==> config.mk <==
export PLATFORM = sky130hd
export DESIGN_NAME = dbg_guv
export DESIGN_NICKNAME = d
export VERILOG_FILES = /design/src/rtl/dbg_guv.sv
export SDC_FILE = /design/constraint.sdc
export NUM_CORES = 1
export LEC_CHECK = 0
export CAP_MARGIN = 20
export CORE_MARGIN = 4
export CORE_UTILIZATION = 40
export DETAILED_ROUTE_END_ITERATION = 7
export PLACE_DENSITY_LB_ADDON = 0.15
export SKIP_CTS_REPAIR_TIMING = 1
export SYNTH_ARGS = -nofsm -noshare
export SYNTH_HDL_FRONTEND = slang
export SYNTH_SLANG_ARGS = --single-unit
==> constraint.sdc <==
create_clock -name clk -period 11.6 [get_ports clk]
set_input_delay 2.32 -clock clk [delete_from_list [all_inputs] [get_ports clk]]
set_output_delay 2.32 -clock clk [all_outputs]
set_load 0.005 [all_outputs]
==> src/rtl/dbg_guv.sv <==
// Debug governor on one AXI-Stream link: pause, drop, log and inject flits.
// Commands travel on a daisy-chained bus and are consumed when the address matches.
module dbg_guv #(
   parameter int unsigned DATA_WIDTH  = 64,
   parameter int unsigned DEST_WIDTH  = 16,
   parameter int unsigned ID_WIDTH    = 16,
   parameter int unsigned CNT_SIZE    = 16,
   parameter int unsigned ADDR_WIDTH  = 12,
   parameter int unsigned ADDR        = 0,
   parameter int unsigned RESET_TYPE  = 0,
   parameter int unsigned STICKY_MODE = 1,
   parameter int unsigned PIPE_STAGE  = 0
) (
   input  logic                               clk,
   input  logic                               rst,
   input  logic [DATA_WIDTH-1:0]              cmd_in_TDATA,
   input  logic                               cmd_in_TVALID,
   output logic [DATA_WIDTH-1:0]              cmd_out_TDATA,
   output logic                               cmd_out_TVALID,
   input  logic [DATA_WIDTH-1:0]              in_TDATA,
   input  logic                               in_TVALID,
   output logic                               in_TREADY,
   input  logic [DATA_WIDTH/8-1:0]            in_TKEEP,
   input  logic [DEST_WIDTH-1:0]              in_TDEST,
   input  logic [ID_WIDTH-1:0]                in_TID,
   input  logic                               in_TLAST,
   output logic [DATA_WIDTH-1:0]              out_TDATA,
   output logic                               out_TVALID,
   input  logic                               out_TREADY,
   output logic [DATA_WIDTH/8-1:0]            out_TKEEP,
   output logic [DEST_WIDTH-1:0]              out_TDEST,
   output logic [ID_WIDTH-1:0]                out_TID,
   output logic                               out_TLAST,
   output logic [DATA_WIDTH+DATA_WIDTH/8-1:0] log_catted_TDATA,
   output logic                               log_catted_TVALID,
   input  logic                               log_catted_TREADY,
   output logic                               log_catted_TLAST
);
   localparam int unsigned KEEP_WIDTH = DATA_WIDTH / 8;

   // Reset style is fixed; the parameter survives only for drop-in compatibility.
   logic unused_reset_type;
   assign unused_reset_type = 1'(RESET_TYPE);

   logic [ADDR_WIDTH-1:0] cmd_addr;
   logic [3:0]            cmd_reg;
   logic [31:0]           cmd_val;
   logic                  match;
   logic                  latch;

   assign cmd_addr = cmd_in_TDATA[35+ADDR_WIDTH:36];
   assign cmd_reg  = cmd_in_TDATA[35:32];
   assign cmd_val  = cmd_in_TDATA[31:0];
   assign match    = cmd_in_TVALID && (cmd_addr == ADDR_WIDTH'(ADDR));
   assign latch    = match && (cmd_reg == 4'd15);

   logic                  sh_pausing, sh_logging, sh_dropping;
   logic [CNT_SIZE-1:0]   sh_log_cnt, sh_drop_cnt;
   logic [DATA_WIDTH-1:0] sh_inj_data;
   logic [KEEP_WIDTH-1:0] sh_inj_keep;
   logic [DEST_WIDTH-1:0] sh_inj_dest;
   logic [ID_WIDTH-1:0]   sh_inj_id;
   logic                  sh_inj_last, sh_inj_valid;

   logic                  keep_pausing, keep_logging, keep_dropping;
   logic [CNT_SIZE-1:0]   log_cnt, drop_cnt;
   logic [DATA_WIDTH-1:0] inj_data;
   logic [KEEP_WIDTH-1:0] inj_keep;
   logic [DEST_WIDTH-1:0] inj_dest;
   logic [ID_WIDTH-1:0]   inj_id;
   logic                  inj_last, inj_valid;

   logic dropping, logging, in_hs;
   assign dropping = keep_dropping | (drop_cnt != '0);
   assign logging  = keep_logging | (log_cnt != '0);
   assign in_hs    = in_TVALID & in_TREADY;

   // Shadow registers, written by matching commands
   always_ff @(posedge clk or posedge rst) begin
      if (rst) begin
         sh_pausing   <= 1'b0;
         sh_logging   <= 1'b0;
         sh_dropping  <= 1'b0;
         sh_log_cnt   <= '0;
         sh_drop_cnt  <= '0;
         sh_inj_data  <= '0;
         sh_inj_keep  <= '0;
         sh_inj_dest  <= '0;
         sh_inj_id    <= '0;
         sh_inj_last  <= 1'b0;
         sh_inj_valid <= 1'b0;
      end else if (latch && (STICKY_MODE == 0)) begin
         sh_pausing   <= 1'b0;
         sh_logging   <= 1'b0;
         sh_dropping  <= 1'b0;
         sh_log_cnt   <= '0;
         sh_drop_cnt  <= '0;
         sh_inj_data  <= '0;
         sh_inj_keep  <= '0;
         sh_inj_dest  <= '0;
         sh_inj_id    <= '0;
         sh_inj_last  <= 1'b0;
         sh_inj_valid <= 1'b0;
      end else if (match) begin
         case (cmd_reg)
            4'd0:    sh_pausing   <= cmd_val[0];
            4'd1:    sh_logging   <= cmd_val[0];
            4'd2:    sh_log_cnt   <= CNT_SIZE'(cmd_val);
            4'd3:    sh_dropping  <= cmd_val[0];
            4'd4:    sh_drop_cnt  <= CNT_SIZE'(cmd_val);
            4'd5:    sh_inj_data  <= {sh_inj_data[DATA_WIDTH-33:0], cmd_val};
            4'd6:    sh_inj_keep  <= KEEP_WIDTH'(cmd_val);
            4'd7:    sh_inj_dest  <= DEST_WIDTH'(cmd_val);
            4'd8:    sh_inj_id    <= ID_WIDTH'(cmd_val);
            4'd9:    sh_inj_last  <= cmd_val[0];
            4'd10:   sh_inj_valid <= cmd_val[0];
            default: ;
         endcase
      end
   end

   // Active registers: a latch overrides counter updates and pending injects
   always_ff @(posedge clk or posedge rst) begin
      if (rst) begin
         keep_pausing  <= 1'b0;
         keep_logging  <= 1'b0;
         keep_dropping <= 1'b0;
         log_cnt       <= '0;
         drop_cnt      <= '0;
         inj_data      <= '0;
         inj_keep      <= '0;
         inj_dest      <= '0;
         inj_id        <= '0;
         inj_last      <= 1'b0;
         inj_valid     <= 1'b0;
      end else if (latch) begin
         keep_pausing  <= sh_pausing;
         keep_logging  <= sh_logging;
         keep_dropping <= sh_dropping;
         log_cnt       <= sh_log_cnt;
         drop_cnt      <= sh_drop_cnt;
         inj_data      <= sh_inj_data;
         inj_keep      <= sh_inj_keep;
         inj_dest      <= sh_inj_dest;
         inj_id        <= sh_inj_id;
         inj_last      <= sh_inj_last;
         inj_valid     <= sh_inj_valid;
      end else begin
         if (in_hs && dropping && (drop_cnt != '0)) drop_cnt <= drop_cnt - CNT_SIZE'(1);
         if (in_hs && logging && (log_cnt != '0))   log_cnt  <= log_cnt - CNT_SIZE'(1);
         if (inj_valid && out_TREADY)               inj_valid <= 1'b0;
      end
   end

   assign log_catted_TDATA = {in_TKEEP, in_TDATA};
   assign log_catted_TLAST = in_TLAST;

   // Stream steering: inject beats pause, pause beats pass-through
   always_comb begin
      out_TDATA         = in_TDATA;
      out_TKEEP         = in_TKEEP;
      out_TDEST         = in_TDEST;
      out_TID           = in_TID;
      out_TLAST         = in_TLAST;
      out_TVALID        = in_TVALID & ~dropping & (~logging | log_catted_TREADY);
      log_catted_TVALID = in_TVALID & logging & (dropping | out_TREADY);
      in_TREADY         = (dropping | out_TREADY) & (~logging | log_catted_TREADY);
      if (inj_valid) begin
         out_TDATA         = inj_data;
         out_TKEEP         = inj_keep;
         out_TDEST         = inj_dest;
         out_TID           = inj_id;
         out_TLAST         = inj_last;
         out_TVALID        = 1'b1;
         log_catted_TVALID = 1'b0;
         in_TREADY         = 1'b0;
      end else if (keep_pausing) begin
         out_TVALID        = 1'b0;
         log_catted_TVALID = 1'b0;
         in_TREADY         = 1'b0;
      end
   end

   generate
      if (PIPE_STAGE != 0) begin : g_cmd_pipe
         always_ff @(posedge clk or posedge rst) begin
            if (rst) begin
               cmd_out_TDATA  <= '0;
               cmd_out_TVALID <= 1'b0;
            end else begin
               cmd_out_TDATA  <= cmd_in_TDATA;
               cmd_out_TVALID <= cmd_in_TVALID & ~match;
            end
         end
      end else begin : g_cmd_comb
         assign cmd_out_TDATA  = cmd_in_TDATA;
         assign cmd_out_TVALID = cmd_in_TVALID & ~match;
      end
   endgenerate

endmodule

==> results.py <==
metrics = {
    "setup_path": {
        "critical_path.most_common_cell": "clkdlybuf4s50_1",
        "worst_ep_required_time_ns": 9.28,
        "critical-path-max-stage-delay_ns": 0.64,
        "critical_path.endpoint_type": "primary output",
        "timing.critical_path.buf_inv": 2,
        "critical_path.max_fanout": 17,
        "crit_arrival_ns": 4.37,
        "reg2reg_from": "drop_cnt[0]",
        "start_kind": "input port",
        "cpLargestDelayFamily": "buffers and inverters",
        "regToRegEndpoint": "log_cnt[9]",
        "setup.reg_to_reg.worst_slack_ns": 8.65,
        "worstRegToRegCells": 7,
        "cp_slowest_cell": "a41oi_4",
        "crit_type": "in2out",
        "worstPathCellList": "clkdlybuf4s50_1 -> a41oi_4 -> nor3_1 -> a41o_1 -> clkdlybuf4s50_1",
    },
    "global_routing": {
        "first_global_vias": 10137,
        "grt.total_usage_pct": 20.12,
        "global_route.overflow_total": 0,
        "grt_pass1_wl_microns": 61400,
        "grt_max_degree": 119,
        "antenna_found_initial": 1,
    },
    "hold_path": {
        "holdCritPathClass": "reg2reg",
        "timing.hold.worst.start": "inj_id[1]",
        "holdPathEnd": "inj_id[1]",
        "hold_depth": 2,
    },
    "drt": {
        "final_antenna_net_count": 0,
        "count_of_routing_violations_after_the_opening_detailed_route_iteration": 467,
        "via_count": 9969,
        "route.detailed.vias_per_inst": 4.989,
        "wl_microns": 39460,
        "route.detailed.drc": 0,
        "detailedRoute.firstPassIterationCount": 5,
        "wl_per_cell_microns": 19.75,
    },
    "power_and_ir_drop": {
        "vdd.ir_drop.worst_v": 0.0001096,
        "report.power.total_uw": 2467,
        "leakage_uw": 0.008677,
        "power_density_mw_per_mm2": 134.9,
    },
    "clocking": {
        "clk_root_buffer_cell": "clkbuf_16",
        "clock_tree_from_tritoncts": "yes",
        "tritoncts_num_sinks": 282,
        "max_clock_buf_depth": 3,
        "ctsHtreeMaxLevel": 1,
        "clkLatencyLatePin_ns": 0.55,
        "worst_setup_hold_path_clk_slew_ns": 0.06,
        "inserted_clock_buffers": 31,
    },
    "finish": {
        "antennaDiodeCount": 0,
        "final_nets": 1697,
        "multiInputGateArea_sq_mm": 0.005607,
        "fraction_of_layout_instances_using_a_drive_strength_above_1_pct": 16.85,
        "fillerInstances": 3188,
        "areaGrowthSynthToFinish_pct": 30.67,
        "finish.utilization_pct": 52.95,
        "sequential_cell_area_sq_mm": 0.007061,
    },
    "sta": {
        "slew_headroom_pct": 30.26,
        "timing.final.hold_violations": 0,
        "fin_hold_ws_ns": 0.4614,
        "totalNegativeSetupSlack_ns": 0,
        "fin_worst_skew_ns": 0.005551,
        "setup_viol": 0,
        "slew_violations": 0,
        "finalWorstPathRequiredPeriod_ns": 6.693,
        "clock.fmax_mhz": 149.4,
        "setup_repair_after_global_routing_missed_its_margin": "false",
        "fin_crit_sh_pct": 57.70,
        "timing_worst_slew_pin_value_ns": 1.038,
    },
    "synth": {
        "synth_enable_flop_cells": 0,
        "synthesis.nets": 1469,
        "ys_dominant_reg_cell": "dfrtp_1",
        "synth_cell_types": 64,
        "post_synth_main_area_contributors": "dfrtp_1 50%, mux2_2 14%, nand2_1 9.2%, buf_4 7.4%, mux2_1 6.1%",
        "share_of_yosys_cell_area_claimed_by_the_top_area_cell_type_pct": 50.42,
        "synth-async-reset-ratio_pct": 100.0,
        "synth_cells": 1290,
        "syn-cell-area_sq_mm": 0.01400,
        "ys_ff_latch": 282,
        "synth_area_per_cell_sq_um": 10.85,
        "yosysWarnings": 0,
        "netlist.top_cell.by_area": "dfrtp_1",
        "synth_sequential_area_ratio_pct": 50.42,
    },
    "placed_design": {
        "place_hpwl_microns": 28390,
        "place_congestion": 0.8273,
        "buffer_ports.inserted": 388,
    },
    "flow_run": {
        "max_capacitance_violation_count": 0,
    },
    "die": {
        "dieArea_sq_mm": 0.03805,
        "die-height_microns": 195.1,
        "dieWidth_microns": 195.1,
        "initial_core_utilization_pct": 40.52,
        "io_pins": 421,
        "core_sq_mm": 0.03454,
        "placement_rows": 68,
    },
    "run_status": {
        "run_status": "complete, no violations",
    },
}
[sequential cells by signal, indices dropped and copies added, names as in the netlist, 8 cells and up]
signal and count:
inj_data 64, inj_id 16, sh_inj_id 16, drop_cnt 16
log_cnt 16, sh_inj_keep 8, sh_inj_data 64, sh_drop_cnt 16
sh_log_cnt 16, sh_inj_dest 16, inj_dest 16, inj_keep 8
[worst max-delay path by stage]
stage                           to              start  slack, ns  cells past startpoint
floorplan              drop_cnt[0]                rst       1.50                      1
global route            out_TVALID  log_catted_TREADY       4.77                      5
detailed placement      out_TVALID  log_catted_TREADY       4.89                      5
global placement    cmd_out_TVALID   cmd_in_TDATA[41]       4.93                      5
finish                  out_TVALID  log_catted_TREADY       4.91                      5
CTS                     out_TVALID  log_catted_TREADY       4.90                      5
[power breakdown]
group / leakage [uW] / internal [uW] / total (uW) / switching [uW]
clock: 0.000524 / 615 / 1000 / 389
sequential: 0.00389 / 1030 / 1080 / 58.2
combinational: 0.00426 / 209 / 378 / 169
total: 0.00868 / 1850 / 2470 / 616
[stage by stage]
step | cell area, sq um | std cells | setup WS (ns)
detailed placement | 17230 | 1940 | 4.891
global placement | 17230 | 1940 | 4.930
finish | 18290 | 1998 | 4.907
global route | 18290 | 1998 | 4.771
floorplan | 14000 | 1290 | 1.501
CTS | 18290 | 1998 | 4.898
[synthesized netlist by cell type (all sizes together) (8+ instances only)]
library cell and number:
xnor2 16, nand3 13, a21oi 18, inv 8, o31ai 8, nor4 12
clkbuf 36, or4 13, dfrtp 282, buf 167, nor3 8, mux2 247
nor2 34, nand2 343
[cell type report]
class / instances / area share [%]
Clock buffer: 49 / 5.103
Clock inverter: 9 / 0.6772
Inverter: 8 / 0.2052
Multi-Input combinational cell: 797 / 30.65
Sequential cell: 282 / 38.60
Tap cell: 455 / 3.113
Timing Repair Buffer: 398 / 21.64
[placed cells by master, fill, tap and decap left out, drive strengths merged, types with 5 or more instances in the layout]
cell           instances
nor4                  12
clkinv                 5
inv                    9
or3                    5
a21oi                 18
nor2                  34
or4                   13
mux2                 247
nor3                   8
nand2                343
a2111oi                7
o31ai                  8
clkbuf                49
nand3                 13
o21ai                  6
xnor2                 16
buf                   10
dfrtp                282
a31oi                  7
nand3b                 7
clkdlybuf4s50        388
[metal layers]
metal  up-vias  routed length (microns)  global-route usage, %
li1       4693                        -                      -
met1      4980                    17690                  27.78
met3        45                     1777                  3.175
met2       249                    19380                  34.26
met5         -                        8                      0
met4         2                      595                  3.413
[cells by family (layout without fill, tap and decap cells)]
kind of cell	after synthesis	count (layout)	share of synthesized area (%)
simple gates	467	467	15.19
flops	282	282	50.42
mux	248	248	19.94
buf+inv	211	464	9.645
compound gates	61	61	3.388
xor+xnor	17	17	1.064
fa+ha+maj	4	4	0.3576
[tightest hold or removal path, stage by stage, from the launching register on]
cell and delay, ns:
dfrtp_1 0.34, nand2_1 0.05, nand2_1 0.05
(Power assumes the default switching activity.)
